`src/rtl/stream_sequencer.sv`:
```
// stream_sequencer
// Frames one image through an external pixel pipeline that only advances when
// pipe_en is high. Pixels are taken from an input stream during RUN. FLUSH then
// pushes zeros until the last real pixel has left the pipeline. The pipeline
// result is presented as an output stream, and the sequencer stalls whenever
// the downstream consumer is not ready to take a pipeline result.
//
// Ports
//   clk, reset                 clock, asynchronous active-high reset
//   start                      one-cycle request to process a frame (IDLE only)
//   in_valid/in_ready/in_data  input pixel stream, {B,G,R}
//   pipe_en                    pipeline advance strobe
//   pipe_hsync/pipe_vsync      row/frame start markers, qualified by pipe_en
//   pipe_data                  pixel pushed into the pipeline
//   pipe_out                   pipeline result (combinational from its registers)
//   out_valid/out_ready        output pixel stream handshake
//   out_data/out_last          output pixel and end-of-frame marker
//   busy                       high while a frame is in RUN or FLUSH
//   frame_done                 one-cycle pulse when a frame completes
module stream_sequencer #(
    parameter int FRAME_WIDTH  = 640,
    parameter int FRAME_HEIGHT = 480,
    parameter int LATENCY      = 643
) (
    input  logic        clk,
    input  logic        reset,
    input  logic        start,
    input  logic        in_valid,
    output logic        in_ready,
    input  logic [23:0] in_data,
    output logic        pipe_en,
    output logic        pipe_hsync,
    output logic        pipe_vsync,
    output logic [23:0] pipe_data,
    input  logic [23:0] pipe_out,
    output logic        out_valid,
    input  logic        out_ready,
    output logic [23:0] out_data,
    output logic        out_last,
    output logic        busy,
    output logic        frame_done
);

    localparam int N     = FRAME_WIDTH * FRAME_HEIGHT;
    localparam int TOTAL = N + LATENCY;
    // fed must reach TOTAL without wrapping.
    localparam int FED_W = $clog2(TOTAL + 1);
    localparam int X_W   = (FRAME_WIDTH  > 1) ? $clog2(FRAME_WIDTH)  : 1;
    localparam int Y_W   = (FRAME_HEIGHT > 1) ? $clog2(FRAME_HEIGHT) : 1;

    localparam logic [FED_W-1:0] LAT_C     = FED_W'(LATENCY);
    localparam logic [FED_W-1:0] RUN_END   = FED_W'(N - 1);
    localparam logic [FED_W-1:0] FLUSH_END = FED_W'(TOTAL - 1);
    localparam logic [X_W-1:0]   X_MAX     = X_W'(FRAME_WIDTH - 1);
    localparam logic [Y_W-1:0]   Y_MAX     = Y_W'(FRAME_HEIGHT - 1);

    typedef enum logic [1:0] {
        IDLE,
        RUN,
        FLUSH,
        DONE
    } state_t;

    state_t           state;
    state_t           state_next;
    logic [FED_W-1:0] fed;
    logic [X_W-1:0]   x;
    logic [Y_W-1:0]   y;
    logic             primed;
    logic             ok;

    // Once the pipeline holds LATENCY advances, every further advance pops a
    // real result, so the pipeline may only move when downstream can take it.
    assign primed = (fed >= LAT_C);
    assign ok     = out_ready | ~primed;

    // State register.
    always_ff @(posedge clk or posedge reset) begin
        if (reset) begin
            state <= IDLE;
        end else begin
            state <= state_next;
        end
    end

    // Next-state and per-state handshake decoding. in_ready depends only on
    // state, fed and out_ready, never on in_valid.
    always_comb begin
        state_next = state;
        in_ready   = 1'b0;
        pipe_en    = 1'b0;
        pipe_data  = '0;
        frame_done = 1'b0;
        case (state)
            IDLE: begin
                if (start) begin
                    state_next = RUN;
                end
            end
            RUN: begin
                in_ready  = ok;
                pipe_en   = in_valid & ok;
                pipe_data = in_data;
                if (pipe_en && (fed == RUN_END)) begin
                    state_next = FLUSH;
                end
            end
            FLUSH: begin
                // Always primed here, so the pipeline moves only with out_ready.
                pipe_en = out_ready;
                if (pipe_en && (fed == FLUSH_END)) begin
                    state_next = DONE;
                end
            end
            DONE: begin
                frame_done = 1'b1;
                state_next = IDLE;
            end
            default: begin
                state_next = IDLE;
            end
        endcase
    end

    // Advance counter and raster coordinates. They restart on every accepted
    // start and keep running through FLUSH so sync markers stay aligned.
    always_ff @(posedge clk or posedge reset) begin
        if (reset) begin
            fed <= '0;
            x   <= '0;
            y   <= '0;
        end else if ((state == IDLE) && start) begin
            fed <= '0;
            x   <= '0;
            y   <= '0;
        end else if (pipe_en) begin
            fed <= fed + FED_W'(1);
            if (x == X_MAX) begin
                x <= '0;
                y <= (y == Y_MAX) ? '0 : y + Y_W'(1);
            end else begin
                x <= x + X_W'(1);
            end
        end
    end

    assign out_valid  = pipe_en & primed;
    assign out_last   = out_valid & (fed == FLUSH_END);
    assign out_data   = pipe_out;
    assign pipe_hsync = pipe_en & (x == '0);
    assign pipe_vsync = pipe_en & (x == '0) & (y == '0);
    assign busy       = (state == RUN) || (state == FLUSH);

endmodule
```
`config.mk`:
```
export PLATFORM = sky130hd
export DESIGN_NAME = stream_sequencer
export DESIGN_NICKNAME = d
export VERILOG_FILES = /design/src/rtl/stream_sequencer.sv
export SDC_FILE = /design/constraint.sdc
export NUM_CORES = 1
export LEC_CHECK = 0
export BUFFER_PORTS_ARGS = -buffer_cell sky130_fd_sc_hd__buf_2
export CAP_MARGIN = 20
export CORE_MARGIN = 5
export CORE_UTILIZATION = 51
export DETAILED_ROUTE_END_ITERATION = 10
export GPL_TIMING_DRIVEN = 0
export PLACE_DENSITY = 0.84
export SYNTH_ARGS = -nofsm -noshare
export SYNTH_HDL_FRONTEND = slang
export SYNTH_SLANG_ARGS = --single-unit
```
`constraint.sdc`:
```
create_clock -name clk -period 3.2 [get_ports clk]
set_clock_uncertainty 0.15 [all_clocks]
set_input_delay 0.16 -clock clk [delete_from_list [all_inputs] [get_ports clk]]
set_output_delay 0.16 -clock clk [all_outputs]
set_load 0.02 [all_outputs]
```
## Yosys cells after proc, flatten, opt, wreduce, memory -nomap -nowiden

Index checks and enable logic that the tools add are counted.

| cells by class | value |
|---|---|
| $add $sub $neg | 3 |
| order comparisons | 1 |
| equal/unequal tests | 10 |
| muxes and demuxes | 17 |
| bitwise gates (word level) | 7 |
| reduce and logical (&&, ||, !) cells | 11 |

Operators by type and width:

| operator | count |
|---|---|
| $eq 19x19->1 const B | 2 |
| $mux 19 | 2 |
| $mux 9 | 4 |
| $mux 10 | 3 |
| $mux 24 | 1 |
| $add 19x1->19 const B | 1 |
| $ge 19x10->1 const B | 1 |
| $add 10x1->10 const B | 1 |
| $eq 10x10->1 const B | 1 |
| $logic_not 10->1 | 1 |
| $add 9x1->9 const B | 1 |
| $eq 9x9->1 const B | 1 |
| $logic_not 9->1 | 1 |
| $pmux 2 s4 | 1 |
| $mux 2 | 3 |
| $ne 2x2->1 const B | 3 |
| $and 1x1->1 | 5 |
| $eq 2x2->1 const B | 2 |
| $reduce_bool 2->1 | 2 |
| $logic_and 1x1->1 | 3 |
| $reduce_and 3->1 | 1 |
| $eq 2x1->1 const B | 1 |
| $logic_not 2->1 | 1 |
| $mux 1 | 2 |
| other kinds (5) | 5 |

| word-level totals | value |
|---|---|
| register bits after elaboration | 40 |
| input bits | 53 |
| output and inout port bits | 56 |
| logic and storage cells | 53 |

## Longest topological paths before layout

| logic depth | value |
|---|---|
| word-level depth | 7 |
| depth in mapped cells | 8 |
| mapped depth without buffers | 7 |

## Worst setup path after synthesis

No wires, ideal clock.

| path | value |
|---|---|
| path kind | register -> output |
| start | register state[0] |
| end | output port out_last |
| arrival time | 2167 ps |
| required time | 2890 ps |
| path slack | 723 ps |
| stages on the path, launching flop included | 6 |
| path buffers | 1 |
| cell sequence | dfrtp_1 inv_1 ha_1 nand3_1 clkbuf_1 nor4_1 |

| on the way | value |
|---|---|
| cells in the longest elaborated chain, start to end | 4 |
| elaborated cells on any way between the ends | 5 |
| those cells by class | 2 x eq/ne; 1 x mux; 2 x bitwise |

Ends and longest elaborated chain:

| item | RTL line | text |
|---|---|---|
| start, declared | 64 | `state_t state;` |
| start signal, assigned | 82 | `state <= state_next;` |
| $eq 2x2->1 / $eq 2x1->1 (equally long branches) | 94 | `case (state)` |
| $pmux 1 s2 * | 94 |  |
| $and 1x1->1 * | 147 | `assign out_valid = pipe_en & primed;` |
| $and 1x1->1 * | 148 | `assign out_last = out_valid & (fed == FLUSH_END);` |
| end, declared | 39 | `output logic out_last,` |

Every way passes the cells marked *; elsewhere a longest branch is shown, timed or not.

## Worst setup path in the final report

| path | value |
|---|---|
| start | register fed[0] |
| end | output port pipe_vsync |

| on the way | value |
|---|---|
| cells in the longest elaborated chain, start to end | 7 |

Ends and longest elaborated chain:

| item | RTL line | text |
|---|---|---|
| start, declared | 66 | `logic [FED_W-1:0] fed;` |
| start signal, assigned | 137 | `fed <= fed + FED_W'(1);` |
| $ge 19x10->1 | 74 | `assign primed = (fed >= LAT_C);` |
| $not 1->1 | 75 | `assign ok = out_ready \| ~primed;` |
| $or 1x1->1 | 75 |  |
| $and 1x1->1 | 102 | `pipe_en = in_valid & ok;` |
| $pmux 1 s2 | 94 |  |
| $and 1x1->1 (2 in a row) | 151 | `assign pipe_vsync = pipe_en & (x == '0) & (y == '0);` |
| end, declared | 33 | `output logic pipe_vsync,` |

Every way passes these cells.

==> flow_summary.toml <==
[logic_synthesis]
synth_area_mm2 = 0.00319
synth_edf_count = 0
synthMuxAreaShare_pct = 7.27
yosysWarnings = 0
synth_fa_ha_area_share_pct = 4.32
ys_types = 55
yosys.area_share.simple_pct = 30.6
synth_compound_area_share_pct = 16.9
syn-num-nets = 435
synth_top_family_by_area = "simple AND/OR/NAND/NOR gates"
synthFlopType = "dfrtp_1"
async_flop_share_pct = 100
ys_seq_area_share_pct = 31.4
ys_ff_latch = 40
syn_avg_cell_area_um2 = 8.59
synth-xor-area-share_pct = 0
netlist_instances = 371

[timing]
timing.fmax_mhz = 331
rsz0062_at_grt = "no"
totalNegativeSetupSlack_ns = 0
setup_viol = 0
max_slew_margin_pct = 42.7
setup_slack_ns = 0.181
finalMaxSlewViolations = 0
tightestPinTransition_ns = 0.858
timing.final.crit_share_pct = 94.3
finalHoldViolCount = 0
period_needed_ns = 3.02

[power_and_ir_drop]
power_mw = 1.57
netSwitchingFraction_pct = 39.0
seq_power_share_pct = 45.8
p_switching_mw = 0.610
p_leak_nw = 1.81
worst_ir_drop_vdd_uv = 331
p_per_area_mw_per_mm2 = 412
intPower_mw = 0.956
pwr-share-clk_pct = 22.2
p_comb_share_pct = 32.0

[setup_path]
crit_path_end_kind = "primary output"
timing.critical_path.slowest_stage_cell = "a211oi_4"
cp_max_fo = 8
critPathKind = "flop to primary output"
crit_cells = 7
r2r_cells = 8
max_stage_delay_ns = 0.52
cp-start-kind = "flop"
worst-path-buf-inv = 1
arrival_ns = 2.71
cp.required_ns = 2.89
cp_top_family = "compound AO/OA/AOI/OAI gates"
crit_chain = "ha_1, a211oi_1, o21ai_2, a211oi_4, nor2_2, nor3_1, buf_2"

[die]
start_util_pct = 53.2
coreArea_mm2 = 0.00599
die-area_mm2 = 0.00793
rows = 28
die_x_um = 89.0
io_pins = 109
die_h_um = 89.0

[finish]
num-nets-final = 527
layout-drive-gt1-share_pct = 29.3
final_common_cell = "buf_2"
syn2layout_area_growth_pct = 19.2
diodes = 0
fill_cells = 529
final_cell_mix = "buf_2, nand2_1, dfrtp_1"

[route]
via_per_inst = 5.92
top_layer = "met4"
drt_iter0_markers = 249
wl_met2_um = 4280
vias = 3193
wl_um = 8780
ant_nets = 0
drc = 0
wire_per_inst_um = 16.3
first_pass_iters = 5
dr_wl_met3_um = 869
wl_met1_um = 3420

[global_route]
grt_max_degree = 41
grt.overflow.total = 0
antenna_found_initial = 0
grt_pass1_vias = 3029
grt_use_total_pct = 22.2
grt_pass1_wl_um = 13900

[placement]
hpwl_um = 6680
gp_congestion = 0.939
dp_worst_setup_slack_ns = 0.508
io_buffers = 84

[min_path]
min_path_cells = 4
min_path_type = "input pin to flop"

[clock_tree]
root_buffer = "clkbuf_8"
htree_levels = 2
cts_tree = "built"
cts_buffers = 5
clock_sinks = 40
cts_buffer_depth = 2
clk_pin_slew_ns = 0.09
clock_latency_ns = 0.31

[outcome]
status = "finished, final reports clean"

[job]
drv_cap = 0
[synthesized netlist by cell type, types with 13 or more instances]
cell / n / area [um2]
nand3_1: 21 / 105
a21oi_1: 20 / 100
clkbuf_1: 13 / 48.8
nand2_1: 42 / 158
nor2_1: 13 / 48.8
mux2i_1: 22 / 220
nand2b_1: 20 / 125
buf_4: 25 / 188
dfrtp_1: 40 / 1000
and2_1: 26 / 163
[state kept, by name (all words and copies together), names as in the netlist]
register  count
x            10
state         2
fed          19
y             9
[power groups by stage]
stage / Combinational [mW] / Clock (mW) / Sequential, mW
after detailed placement: 0.497 / 0 / 0.721
after global routing: 0.548 / 0.376 / 0.730
after global placement: 0.475 / 0 / 0.716
after CTS: 0.497 / 0.356 / 0.712
after floorplan: 0.377 / 0 / 0.694
final: 0.501 / 0.348 / 0.717
[cell families (layout without fill, tap and decap cells)]
kind of cell | count (synthesis) | in the layout
flip-flops | 40 | 40
AO/OA/AOI/OAI | 72 | 72
AND/OR/NAND/NOR | 172 | 172
multiplexers | 23 | 23
adder cells (fa/ha/maj) | 11 | 11
buffers and inverters | 53 | 146
[path summary, 6_finish.rpt]
| kind | endpoint | start | slack, ns |
|---|---|---|---|
| hold / removal | fed[17] | start | 0.25 |
| setup reg to reg | y[6] | state[1] | 0.47 |
| min in group asynchronous | fed[16] | reset | 0.41 |
| setup / recovery | pipe_vsync | fed[0] | 0.18 |
| max in group asynchronous | x[9] | reset | 1.94 |
| hold reg to reg | y[7] | y[7] | 0.38 |
[stage by stage]
step | util (%) | std cells | hold WS (ns) | cell area (um2)
2_1_floorplan | - | 371 | 0.228 | 3190
5_1_grt | 63.4 | 539 | 0.329 | 3800
3_5_place_dp | 61.8 | 530 | 0.232 | 3700
3_3_place_gp | 61.8 | 530 | 0.367 | 3700
6_report | 63.4 | 539 | 0.252 | 3800
4_1_cts | 63.4 | 539 | 0.277 | 3800
[metal layers]
| layer | vias to the layer above | GRT usage, % |
|---|---|---|
| met5 | - | 0 |
| met3 | 29 | 4.52 |
| met4 | 0 | 9.20 |
| met2 | 175 | 39.5 |
| li1 | 1503 | - |
| met1 | 1486 | 26.1 |
[cell type report]
| cell class | count | area (um2) | share of cell area [%] |
|---|---|---|---|
| Buffer | 42 | 262 | 6.89 |
| Inverter | 11 | 41.3 | 1.09 |
| Tap cell | 75 | 93.8 | 2.47 |
| Multi-Input combinational cell | 278 | 1880 | 49.6 |
| Clock inverter | 3 | 18.8 | 0.494 |
| Sequential cell | 40 | 1000 | 26.4 |
| Timing Repair Buffer | 85 | 430 | 11.3 |
| Clock buffer | 5 | 68.8 | 1.81 |
[worst reg2reg max path, stage by stage (launching register included)]
cell and delay [ns]:
dfrtp_1 0.42, inv_1 0.12, ha_1 0.33, a21o_1 0.17, and3_1 0.15, clkbuf_1 0.40
nand3_1 0.38, and2_1 0.28, o221a_2 0.22
[repair_timing]
item,4_1_cts,5_1_grt
hold buffers,1,0
endpoints found under the hold margin,40,0
setup buffers,0,0
gates resized for setup,0,0
No activity file was read; power rests on OpenSTA's default activity.
